**src/rtl/mini_core_lsu_sb_if.sv**
```systemverilog
// rtl/mini_core_lsu_sb_if.sv - core-side and D_MEM-side bundles for the load/store buffer

// Core pipe request (Q103H) and load response (Q104H).
interface mini_core_lsu_sb_core_if #(
  parameter int ADDR_W = 32,
  parameter int DATA_W = 32
);
  localparam int BE_W = DATA_W / 8;

  logic              ReqValidQ103H;
  logic              ReqWrEnQ103H;
  logic              ReqRdEnQ103H;
  logic [ADDR_W-1:0] ReqAddrQ103H;
  logic [DATA_W-1:0] ReqDataQ103H;
  logic [BE_W-1:0]   ReqBeQ103H;
  logic              ReqReady;
  logic              RspValidQ104H;
  logic [DATA_W-1:0] RspDataQ104H;

  modport master (
    output ReqValidQ103H, ReqWrEnQ103H, ReqRdEnQ103H, ReqAddrQ103H, ReqDataQ103H, ReqBeQ103H,
    input  ReqReady, RspValidQ104H, RspDataQ104H
  );

  modport slave (
    input  ReqValidQ103H, ReqWrEnQ103H, ReqRdEnQ103H, ReqAddrQ103H, ReqDataQ103H, ReqBeQ103H,
    output ReqReady, RspValidQ104H, RspDataQ104H
  );
endinterface

// D_MEM request channel with its one-cycle read return.
interface mini_core_lsu_sb_mem_if #(
  parameter int ADDR_W = 32,
  parameter int DATA_W = 32
);
  localparam int BE_W = DATA_W / 8;

  logic              MemReqValid;
  logic              MemWrEn;
  logic              MemRdEn;
  logic [ADDR_W-1:0] MemAddr;
  logic [DATA_W-1:0] MemWrData;
  logic [BE_W-1:0]   MemBe;
  logic              MemReady;
  logic [DATA_W-1:0] MemRdRsp;

  modport master (
    output MemReqValid, MemWrEn, MemRdEn, MemAddr, MemWrData, MemBe,
    input  MemReady, MemRdRsp
  );

  modport slave (
    input  MemReqValid, MemWrEn, MemRdEn, MemAddr, MemWrData, MemBe,
    output MemReady, MemRdRsp
  );
endinterface

```
**src/rtl/mini_core_lsu_sb.sv**
```systemverilog
// rtl/mini_core_lsu_sb.sv - posted store buffer with store-to-load forwarding in front of D_MEM

module mini_core_lsu_sb #(
  parameter int SB_DEPTH = 4,
  parameter int ADDR_W   = 32,
  parameter int DATA_W   = 32
) (
  input  logic                    Clock,
  input  logic                    Rst,
  mini_core_lsu_sb_core_if.slave  core,
  mini_core_lsu_sb_mem_if.master  mem,
  output logic                    SbEmpty
);
  localparam int BE_W  = DATA_W / 8;
  localparam int OFF   = $clog2(BE_W);
  localparam int PTR_W = $clog2(SB_DEPTH);
  localparam int CNT_W = PTR_W + 1;

  // Entry payload; occupancy is tracked purely by pointers and count.
  logic [ADDR_W-1:0] sb_addr_q [SB_DEPTH];
  logic [DATA_W-1:0] sb_data_q [SB_DEPTH];
  logic [BE_W-1:0]   sb_be_q   [SB_DEPTH];

  logic [PTR_W-1:0]  wr_ptr_q, wr_ptr_d;
  logic [PTR_W-1:0]  rd_ptr_q, rd_ptr_d;
  logic [CNT_W-1:0]  count_q,  count_d;
  logic              fwd_valid_q;
  logic [DATA_W-1:0] fwd_data_q;
  logic              rd_pend_q;

  logic              is_load, is_store, sb_full;
  logic              hit_found, hit_full;
  logic [PTR_W-1:0]  hit_idx, scan_idx;
  logic              fwd, partial, ld_mem, drain, enq, deq;

  assign is_load  = core.ReqValidQ103H & core.ReqRdEnQ103H;
  assign is_store = core.ReqValidQ103H & core.ReqWrEnQ103H;
  assign sb_full  = (count_q == CNT_W'(SB_DEPTH));

  // Scan oldest to youngest so the last overlapping entry seen is the youngest match.
  always_comb begin
    hit_found = 1'b0;
    hit_idx   = '0;
    scan_idx  = '0;
    for (int k = 0; k < SB_DEPTH; k++) begin
      scan_idx = rd_ptr_q + PTR_W'(k);
      if ((CNT_W'(k) < count_q) &&
          (sb_addr_q[scan_idx][ADDR_W-1:OFF] == core.ReqAddrQ103H[ADDR_W-1:OFF]) &&
          (|(sb_be_q[scan_idx] & core.ReqBeQ103H))) begin
        hit_found = 1'b1;
        hit_idx   = scan_idx;
      end
    end
  end

  assign hit_full = ((sb_be_q[hit_idx] & core.ReqBeQ103H) == core.ReqBeQ103H);
  assign fwd      = is_load & hit_found & hit_full;
  assign partial  = is_load & hit_found & ~hit_full;
  assign ld_mem   = is_load & ~hit_found;

  // A non-matching load owns D_MEM this cycle; otherwise the head entry drains.
  assign drain = ~ld_mem & (count_q != '0);
  assign enq   = is_store & ~sb_full;
  assign deq   = drain & mem.MemReady;

  // Stores see only the pre-cycle occupancy, so a same-cycle drain never frees a slot early.
  always_comb begin
    core.ReqReady = 1'b1;
    if (is_store)     core.ReqReady = ~sb_full;
    else if (partial) core.ReqReady = 1'b0;
    else if (ld_mem)  core.ReqReady = mem.MemReady;
  end

  assign mem.MemReqValid = ld_mem | drain;
  assign mem.MemRdEn     = ld_mem;
  assign mem.MemWrEn     = drain;
  assign mem.MemAddr     = ld_mem ? core.ReqAddrQ103H : sb_addr_q[rd_ptr_q];
  assign mem.MemBe       = ld_mem ? core.ReqBeQ103H   : sb_be_q[rd_ptr_q];
  assign mem.MemWrData   = drain  ? sb_data_q[rd_ptr_q] : '0;

  // D_MEM data arrives in the response cycle itself, so it is passed straight through.
  assign core.RspValidQ104H = fwd_valid_q | rd_pend_q;
  assign core.RspDataQ104H  = rd_pend_q ? mem.MemRdRsp : fwd_data_q;
  assign SbEmpty            = (count_q == '0);

  assign wr_ptr_d = wr_ptr_q + PTR_W'(enq);
  assign rd_ptr_d = rd_ptr_q + PTR_W'(deq);
  assign count_d  = count_q + CNT_W'(enq) - CNT_W'(deq);

  // Queue control and load-response state; reset discards every buffered store.
  always_ff @(posedge Clock or posedge Rst) begin
    if (Rst) begin
      wr_ptr_q    <= '0;
      rd_ptr_q    <= '0;
      count_q     <= '0;
      fwd_valid_q <= 1'b0;
      fwd_data_q  <= '0;
      rd_pend_q   <= 1'b0;
    end else begin
      wr_ptr_q    <= wr_ptr_d;
      rd_ptr_q    <= rd_ptr_d;
      count_q     <= count_d;
      fwd_valid_q <= fwd;
      if (fwd) fwd_data_q <= sb_data_q[hit_idx];
      rd_pend_q   <= ld_mem & mem.MemReady;
    end
  end

  // Entry payload write; contents are only meaningful while counted as occupied.
  always_ff @(posedge Clock) begin
    if (enq) begin
      sb_addr_q[wr_ptr_q] <= core.ReqAddrQ103H;
      sb_data_q[wr_ptr_q] <= core.ReqDataQ103H;
      sb_be_q[wr_ptr_q]   <= core.ReqBeQ103H;
    end
  end
endmodule
```
**src/flat_wrapper.sv**
```systemverilog
// flat-port wrapper written by rule: the top's interface ports become plain ports
module mini_core_lsu_sb_flat 
#(
  parameter int SB_DEPTH = 4,
  parameter int ADDR_W   = 32,
  parameter int DATA_W   = 32
)
  (Clock, Rst, SbEmpty, core_ReqValidQ103H, core_ReqWrEnQ103H, core_ReqRdEnQ103H, core_ReqAddrQ103H, core_ReqDataQ103H, core_ReqBeQ103H, core_ReqReady, core_RspValidQ104H, core_RspDataQ104H, mem_MemReqValid, mem_MemWrEn, mem_MemRdEn, mem_MemAddr, mem_MemWrData, mem_MemBe, mem_MemReady, mem_MemRdRsp);
  mini_core_lsu_sb_core_if #(.ADDR_W(ADDR_W), .DATA_W(DATA_W)) core_i ();
  mini_core_lsu_sb_mem_if #(.ADDR_W(ADDR_W), .DATA_W(DATA_W)) mem_i ();
  input  logic Clock;
  input  logic Rst;
  output logic SbEmpty;
  input wire logic [$bits(core_i.ReqValidQ103H)-1:0] core_ReqValidQ103H;
  input wire logic [$bits(core_i.ReqWrEnQ103H)-1:0] core_ReqWrEnQ103H;
  input wire logic [$bits(core_i.ReqRdEnQ103H)-1:0] core_ReqRdEnQ103H;
  input wire logic [$bits(core_i.ReqAddrQ103H)-1:0] core_ReqAddrQ103H;
  input wire logic [$bits(core_i.ReqDataQ103H)-1:0] core_ReqDataQ103H;
  input wire logic [$bits(core_i.ReqBeQ103H)-1:0] core_ReqBeQ103H;
  output wire logic [$bits(core_i.ReqReady)-1:0] core_ReqReady;
  output wire logic [$bits(core_i.RspValidQ104H)-1:0] core_RspValidQ104H;
  output wire logic [$bits(core_i.RspDataQ104H)-1:0] core_RspDataQ104H;
  output wire logic [$bits(mem_i.MemReqValid)-1:0] mem_MemReqValid;
  output wire logic [$bits(mem_i.MemWrEn)-1:0] mem_MemWrEn;
  output wire logic [$bits(mem_i.MemRdEn)-1:0] mem_MemRdEn;
  output wire logic [$bits(mem_i.MemAddr)-1:0] mem_MemAddr;
  output wire logic [$bits(mem_i.MemWrData)-1:0] mem_MemWrData;
  output wire logic [$bits(mem_i.MemBe)-1:0] mem_MemBe;
  input wire logic [$bits(mem_i.MemReady)-1:0] mem_MemReady;
  input wire logic [$bits(mem_i.MemRdRsp)-1:0] mem_MemRdRsp;
  assign core_i.ReqValidQ103H = core_ReqValidQ103H;
  assign core_i.ReqWrEnQ103H = core_ReqWrEnQ103H;
  assign core_i.ReqRdEnQ103H = core_ReqRdEnQ103H;
  assign core_i.ReqAddrQ103H = core_ReqAddrQ103H;
  assign core_i.ReqDataQ103H = core_ReqDataQ103H;
  assign core_i.ReqBeQ103H = core_ReqBeQ103H;
  assign core_ReqReady = core_i.ReqReady;
  assign core_RspValidQ104H = core_i.RspValidQ104H;
  assign core_RspDataQ104H = core_i.RspDataQ104H;
  assign mem_MemReqValid = mem_i.MemReqValid;
  assign mem_MemWrEn = mem_i.MemWrEn;
  assign mem_MemRdEn = mem_i.MemRdEn;
  assign mem_MemAddr = mem_i.MemAddr;
  assign mem_MemWrData = mem_i.MemWrData;
  assign mem_MemBe = mem_i.MemBe;
  assign mem_i.MemReady = mem_MemReady;
  assign mem_i.MemRdRsp = mem_MemRdRsp;
  mini_core_lsu_sb #(.SB_DEPTH(SB_DEPTH), .ADDR_W(ADDR_W), .DATA_W(DATA_W)) u_core (.Clock(Clock), .Rst(Rst), .core(core_i), .mem(mem_i), .SbEmpty(SbEmpty));
endmodule
```
**config.mk**
```make
export PLATFORM = sky130hd
export DESIGN_NAME = mini_core_lsu_sb_flat
export DESIGN_NICKNAME = d
export VERILOG_FILES = /design/src/rtl/mini_core_lsu_sb_if.sv /design/src/rtl/mini_core_lsu_sb.sv /design/src/flat_wrapper.sv
export SDC_FILE = /design/constraint.sdc
export NUM_CORES = 1
export LEC_CHECK = 0
export BUFFER_PORTS_ARGS = -buffer_cell sky130_fd_sc_hd__buf_2
export CAP_MARGIN = 25
export CORE_ASPECT_RATIO = 0.7
export CORE_MARGIN = 1
export CORE_UTILIZATION = 30
export CTS_CLUSTER_SIZE = 12
export DETAILED_ROUTE_END_ITERATION = 7
export PLACE_DENSITY = 0.56
export SLEW_MARGIN = 20
export SYNTH_ARGS = -nofsm -noshare
export SYNTH_HDL_FRONTEND = slang
export SYNTH_SLANG_ARGS = --single-unit
```
**constraint.sdc**
```tcl
create_clock -name Clock -period 8.8 [get_ports Clock]
set_input_delay 1.32 -clock Clock [delete_from_list [all_inputs] [get_ports Clock]]
set_output_delay 1.32 -clock Clock [all_outputs]
set_load 0.03 [all_outputs]
```
After elaboration in Yosys (flattened, before gate mapping)

Memories as Yosys holds them, arrays and structs flattened. A register that Yosys moved wholly into a read port is not among the register bits.
Index checks and enable logic that the tools add are counted.
W data, S select, Z words.

$add $sub $neg: 7
Magnitude comparators: 4
Equal/unequal tests: 6
Multiplexer cells: 17
Bitwise gates (word level): 21
Reductions and logical operators: 14

Operators by type and width:

| cell                  | number |
|---|---|
| $eq A30 B30 Y1        | 4 |
| $mux W32              | 3 |
| $and A4 B4 Y4         | 5 |
| $reduce_or A4 Y1      | 4 |
| $and A1 B1 Y1         | 10 |
| $mux W1               | 9 |
| $logic_and A1 B1 Y1   | 8 |
| $mux W2               | 4 |
| $lt A1 B3 Y1 const A  | 2 |
| $lt A2 B3 Y1 const A  | 2 |
| $add A2 B1 Y2         | 2 |
| $add A2 B2 Y2 const B | 2 |
| $eq A4 B4 Y1          | 1 |
| $mux W4               | 1 |
| $not A1 Y1            | 4 |
| $add A3 B1 Y3         | 1 |
| $eq A3 B3 Y1 const B  | 1 |
| $logic_not A3 Y1      | 1 |
| $reduce_bool A3 Y1    | 1 |
| $sub A3 B1 Y3         | 1 |
| $add A2 B1 Y2 const B | 1 |
| $or A1 B1 Y1          | 2 |

Bits in registers: 9
RAM bits: 272
Word-level logic and storage cells: 77
Memories kept: 3

Memories:

| name             | words | width | read ports | clocked after Yosys merged registers in | write ports | line                   | RTL |
|---|---|---|---|---|---|---|---|
| u_core.sb_addr_q | 4     | 32    | 4          | 0                                       | 1           | mini_core_lsu_sb.sv:20 | `logic [ADDR_W-1:0] sb_addr_q [SB_DEPTH];` |
| u_core.sb_data_q | 4     | 32    | 2          | 1                                       | 1           | mini_core_lsu_sb.sv:21 | `logic [DATA_W-1:0] sb_data_q [SB_DEPTH];` |
| u_core.sb_be_q   | 4     | 4     | 5          | 0                                       | 1           | mini_core_lsu_sb.sv:22 | `logic [BE_W-1:0] sb_be_q [SB_DEPTH];` |

Logic depth before layout (Yosys ltp)

An unclocked memory read counts as a cell.

Depth in word-level cells: 15
Mapped depth: 20

Worst setup path before layout

OpenSTA, ideal clock, no wires.

Kind: input-to-reg
Start point: in core_ReqValidQ103H
End point: mem u_core.sb_addr_q[0][0], enable pin
Data arrival time: 6.747 ns
Data required time: 8.208 ns
Slack: 1.461 ns
Stages: 3
Path buffers: 0
Cells stage by stage: nand2_1 -> a31oi_1 -> nor3b_1

Cells in the longest elaborated chain, start to end: 4

RTL lines:

| element                       | line                    | RTL |
|---|---|---|
| start: declaration            | flat_wrapper.sv:14      | `input wire logic [$bits(core_i.ReqValidQ103H)-1:0] core_ReqValidQ103H;` |
| $and A1 B1 Y1                 | mini_core_lsu_sb.sv:37  | `assign is_store = core.ReqValidQ103H & core.ReqWrEnQ103H;` |
| $and A1 B1 Y1                 | mini_core_lsu_sb.sv:63  | `assign enq = is_store & ~sb_full;` |
| $mux W1                       | mini_core_lsu_sb.sv:111 | `if (enq) begin` |
| $mux W1 (implied by the code) | mini_core_lsu_sb.sv:112 | `sb_addr_q[wr_ptr_q] <= core.ReqAddrQ103H;` |
| end: declaration              | mini_core_lsu_sb.sv:20  |  |

No other way between the ends.

Worst setup path in the final report

Start point: reg u_core.rd_ptr_q[0]
End point: out core_ReqReady

Cells in the longest elaborated chain, start to end: 15

RTL lines:

| element                                               | line                                           | RTL |
|---|---|---|
| start: declaration                                    | mini_core_lsu_sb.sv:25                         | `logic [PTR_W-1:0] rd_ptr_q, rd_ptr_d;` |
| start signal: assignment                              | mini_core_lsu_sb.sv:101                        | `rd_ptr_q <= rd_ptr_d;` |
| $add A2 B1 Y2 (tied with other cells)                 | mini_core_lsu_sb.sv:46                         | `scan_idx = rd_ptr_q + PTR_W'(k);` |
| $mem_v2 Z4 W32 (tied with other cells)                | -                                              |  |
| $eq A30 B30 Y1 (tied with other cells)                | mini_core_lsu_sb.sv:48                         | `(sb_addr_q[scan_idx][ADDR_W-1:OFF] == core.ReqAddrQ103H[ADDR_W-1:OFF]) &&` |
| $logic_and A1 B1 Y1 (tied with other cells)           | mini_core_lsu_sb.sv:47                         | `if ((CNT_W'(k) < count_q) &&` |
| $logic_and A1 B1 Y1 / $mux W2 (equally long branches) | mini_core_lsu_sb.sv:48, mini_core_lsu_sb.sv:47 |  |
| $mux W2 (3 in series)                                 | mini_core_lsu_sb.sv:47                         |  |
| $mem_v2 Z4 W4                                         | -                                              |  |
| $and A4 B4 Y4                                         | mini_core_lsu_sb.sv:56                         | `assign hit_full = ((sb_be_q[hit_idx] & core.ReqBeQ103H) == core.ReqBeQ103H);` |
| $eq A4 B4 Y1                                          | mini_core_lsu_sb.sv:56                         |  |
| $not A1 Y1                                            | mini_core_lsu_sb.sv:58                         | `assign partial = is_load & hit_found & ~hit_full;` |
| $and A1 B1 Y1                                         | mini_core_lsu_sb.sv:58                         |  |
| $mux W1 *                                             | mini_core_lsu_sb.sv:70                         | `else if (partial) core.ReqReady = 1'b0;` |
| $mux W1 *                                             | mini_core_lsu_sb.sv:69                         | `if (is_store) core.ReqReady = ~sb_full;` |
| end: declaration                                      | flat_wrapper.sv:20                             | `output wire logic [$bits(core_i.ReqReady)-1:0] core_ReqReady;` |

Mark *: on every way between the ends. The rest lies on a longest branch, timed or not.

==> results by group <==
CTS
  – # hold bufs at CTS: 0
  – Root Driver: clkbuf_16
  – CTS HTree Levels: 2
  – Max Buffers Root-to-Sink: 3
  – Worst skew pair latency: 0.56 ns
  – Clk slew on worst S/H paths: about 0.060 ns
  – TritonCTS Buffers: 37
  – CTS tree: built
  – Post-cts sizing count: 0
  – Number of setup buffers added after CTS: 0
  – # clock sinks: 313

Route
  – Initial DRC count: 1255
  – Detailed-route wire length: 58.4 mm
  – DR pass1 iterations: 5
  – WL/cell: 24.9 µm
  – DRC violation count after routing: 0
  – Post-DR vias/cell: around 5.4
  – Routed Antenna Nets: 0
  – Via Count: about 13000

Logic synthesis
  – Async SR Flop Fraction: 0.131
  – Syn Inst Count: 1305
  – Most common cell in the netlist: edfxtp_1
  – Synth Flop Type: edfxtp_1
  – Net Count, Synth: roughly 1400
  – Mapped cell area: roughly 19000 µm²
  – Syn Area/Cell: roughly 15 µm²
  – Top-area cell type share of the netlist area: 0.425
  – Yosys reg bits: ~310
  – Post-synth EDFFs: 272
  – Synth cell types: roughly 80
  – Synth cell count leaders: edfxtp_1 (272), mux4_2 (136), mux2_2 (110)
  – YS warnings: 0
  – Sequential share of the synthesized area: 0.479
  – Area contributors post-synth: edfxtp_1 (43%), mux4_2 (16%), mux2_2 (6.4%)
  – Yosys top cell by area: edfxtp_1

Worst setup path
  – Worst path slowest cell: dfrtp_4
  – Critical path type: reg -> out
  – Worst R2R Path Depth: 16
  – Crit Path Max Fanout: 43
  – Crit end category: output port
  – Startpoint types: register
  – Slowest cell delay on critical path: slightly below 0.9 ns
  – RR Endpoint: u_core.count_q[2]
  – Reg2reg start: u_core.rd_ptr_q[0]
  – Worst path most repeated cell: nand4_1
  – Crit path buf inv count: 2
  – Crit-path cells: buf_4 > mux4_2 > xnor2_1 > nand4_1 > nor4_2 > nand4_1 > a2111oi_0 > or2_2 > o21ai_0 > a32oi_1 > nand3_1 > o31ai_1 > a31o_2 > buf_2
  – Register-to-register setup slack: between 2 and 2.5 ns
  – Critical path data arrival time: around 6.2 ns
  – Critical path required time: 7.48 ns
  – Critical path's top delay family: compound AO/OA/AOI/OAI gates

Place
  – I/O Buffers: 211
  – GPL Wtd Cong: 0.950
  – Hpwl dp: 41.1 mm

Final layout
  – # fillers: a little over 6000
  – Multi-input logic area: between 9000 and 10000 µm²
  – Register Area: 9200 µm²
  – Share of cells above drive strength 1: 0.396
  – Area grow syn2layout: 15.6%
  – Nets: approximately 1600

STA
  – Setup violators final: 0
  – Clk_skew: around 0.017 ns
  – Hold slack: between 0.5 and 0.6 ns
  – FMAX: roughly 130 MHz
  – Rel. slew slack: 0.365
  – Slew @ Worst Pin: 0.953 ns
  – Setup_tns: 0 ns
  – Final Hold Fails: 0
  – Tcrit/Tclk final: 0.859
  – Max Slew Vio Count: 0
  – Tmin final: 7.56 ns
  – RSZ-0062 raised after global routing: no

Power and ir drop
  – Lkg Pwr: roughly 7.8 nW
  – Comb power frac: 0.477
  – Sw frac: 0.399
  – Cell Int Power: 0.00407 W
  – Seq pwr share: 0.291
  – Clk pwr share: 0.232
  – Net switching power: between 0.002 and 0.003 W
  – PD cells: slightly above 300 nW/µm²
  – Peak supply drop: 0.124 mV

Hold path
  – Hold Crit Start: u_core.fwd_data_q[30]
  – Worst hold path depth: 1
  – Hold Path Sink: u_core.fwd_data_q[30]
  – Worst hold path class: reg -> reg

Die
  – Die footprint: 65100 µm²
  – Initial Util: 0.304
  – Die height: around 210 µm
  – Die X: around 300 µm
  – Core area: 63200 µm²
  – Row cnt: 77
  – I/O pin total: ~210

GRT
  – Initial antenna violation count: 5
  – Pin count of the biggest net entering global routing: between 60 and 70
  – GR Overflow Total: 0
  – Global-route wire length before repair: about 84 mm
  – GRT Util Overall: 0.176
  – Vias in the first global route: approximately 12000

Outcome
  – Status: finished clean

Run
  – Max-Cap Viols: 0
logic make-up after synthesis:
kind of cell / Yosys count / share of synthesized area
fa+ha+maj: 5 / 0.00365
flops: 313 / 0.479
xor+xnor: 105 / 0.0479
buf+inv: 122 / 0.0353
simple gates: 232 / 0.0689
compound gates: 151 / 0.0572
mux: 377 / 0.309
metrics by stage:
step	instance area, µm²	std cells	worst slack [ns]	utilization	total power, W
after global placement	20900	2269	1.97	0.331	0.00522
final	22200	2341	1.24	0.352	0.00677
after CTS	22200	2337	1.28	0.351	0.00682
after floorplan	19200	1305	1.46	-	0.00437
after global routing	22200	2339	0.855	0.351	0.00710
after detailed placement	20900	2269	1.90	0.331	0.00522
cells in the final DEF (no fill, tap or decap), types with 5 or more instances in the layout:
| cell | count |
|---|---|
| edfxtp_1 | 272 |
| clkbuf_8 | 5 |
| clkbuf_16 | 38 |
| clkbuf_1 | 11 |
| nand3_1 | 10 |
| xnor2_1 | 92 |
| a2bb2oi_1 | 10 |
| nor2b_1 | 5 |
| buf_2 | 211 |
| a22o_1 | 6 |
| xor2_1 | 13 |
| mux2i_1 | 90 |
| mux2_2 | 110 |
| nand2b_1 | 10 |
| a21oi_1 | 47 |
| a221oi_1 | 5 |
| nor2_1 | 53 |
| buf_4 | 25 |
| mux4_1 | 10 |
| o21ai_0 | 12 |
| clkinv_2 | 5 |
| o22ai_1 | 7 |
| dfrtp_1 | 39 |
| mux4_2 | 136 |
| nand2_1 | 32 |
| inv_1 | 20 |
| mux2_4 | 30 |
| and2_1 | 35 |
| a211oi_1 | 6 |
| nand4_1 | 32 |
| nor3_1 | 11 |
| nor4_1 | 9 |
metal layers:
layer,up-vias,global-route usage,part of all wire
met3,72,0.0473,0.085
met1,6582,0.260,0.47
met4,4,0.0420,0.016
met5,-,0,0.00043
met2,450,0.255,0.43
li1,5603,-,-
how the worst max path moves through the flow:
stage                                  start                endpoint  slack [ns]  depth (start not counted)
after floorplan           core_ReqValidQ103H  u_core.sb_addr_q[0][0]        1.46                          3
after global placement    u_core.rd_ptr_q[0]           core_ReqReady        1.97                         14
after detailed placement  u_core.rd_ptr_q[0]        mem_MemWrData[6]        1.90                         12
after CTS                 u_core.rd_ptr_q[0]           core_ReqReady        1.28                         14
after global routing      u_core.rd_ptr_q[0]           core_ReqReady        0.85                         14
final                     u_core.rd_ptr_q[0]           core_ReqReady        1.24                         14
worst reg2reg max path, stage by stage, from the launching register on:
cell	delay [ns]
dfrtp_4	0.87
buf_4	0.66
mux4_1	0.65
xnor2_1	0.25
nand4_1	0.17
or4_1	0.64
nor4_4	0.46
and2_1	0.28
nor4_2	0.08
buf_4	0.32
nor2_4	0.70
nand2_1	0.20
nand2_1	0.11
nand2_1	0.06
ha_1	0.20
fa_1	0.42
xnor2_1	0.14
power by group through the flow:
stage / sequential (W) / clock, W / combinational, W
after floorplan: 0.00188 / 0 / 0.00248
after global placement: 0.00199 / 0 / 0.00323
after detailed placement: 0.00200 / 0 / 0.00321
after CTS: 0.00197 / 0.00161 / 0.00324
after global routing: 0.00200 / 0.00166 / 0.00344
final: 0.00197 / 0.00157 / 0.00323
area by class of cell:
type,count,share of cell area
diodes,3,0.000338
clock buffers,54,0.0478
clock inverters,14,0.00794
inverters,21,0.00355
multi-input cells,870,0.422
flip-flops and latches,313,0.414
well taps,829,0.0467
repair buffers,237,0.0572
flip-flops by register name, indices dropped and copies added (netlist names):
| signal | count |
|---|---|
| u_core.sb_addr_q | 128 |
| u_core.sb_be_q | 16 |
| u_core.fwd_data_q | 32 |
| u_core.fwd_valid_q | 1 |
| u_core.sb_data_q | 128 |
| u_core.rd_pend_q | 1 |
| u_core.rd_ptr_q | 2 |
| u_core.count_q | 3 |
| u_core.wr_ptr_q | 2 |
Note: power is estimated with default switching activity, not from simulation.
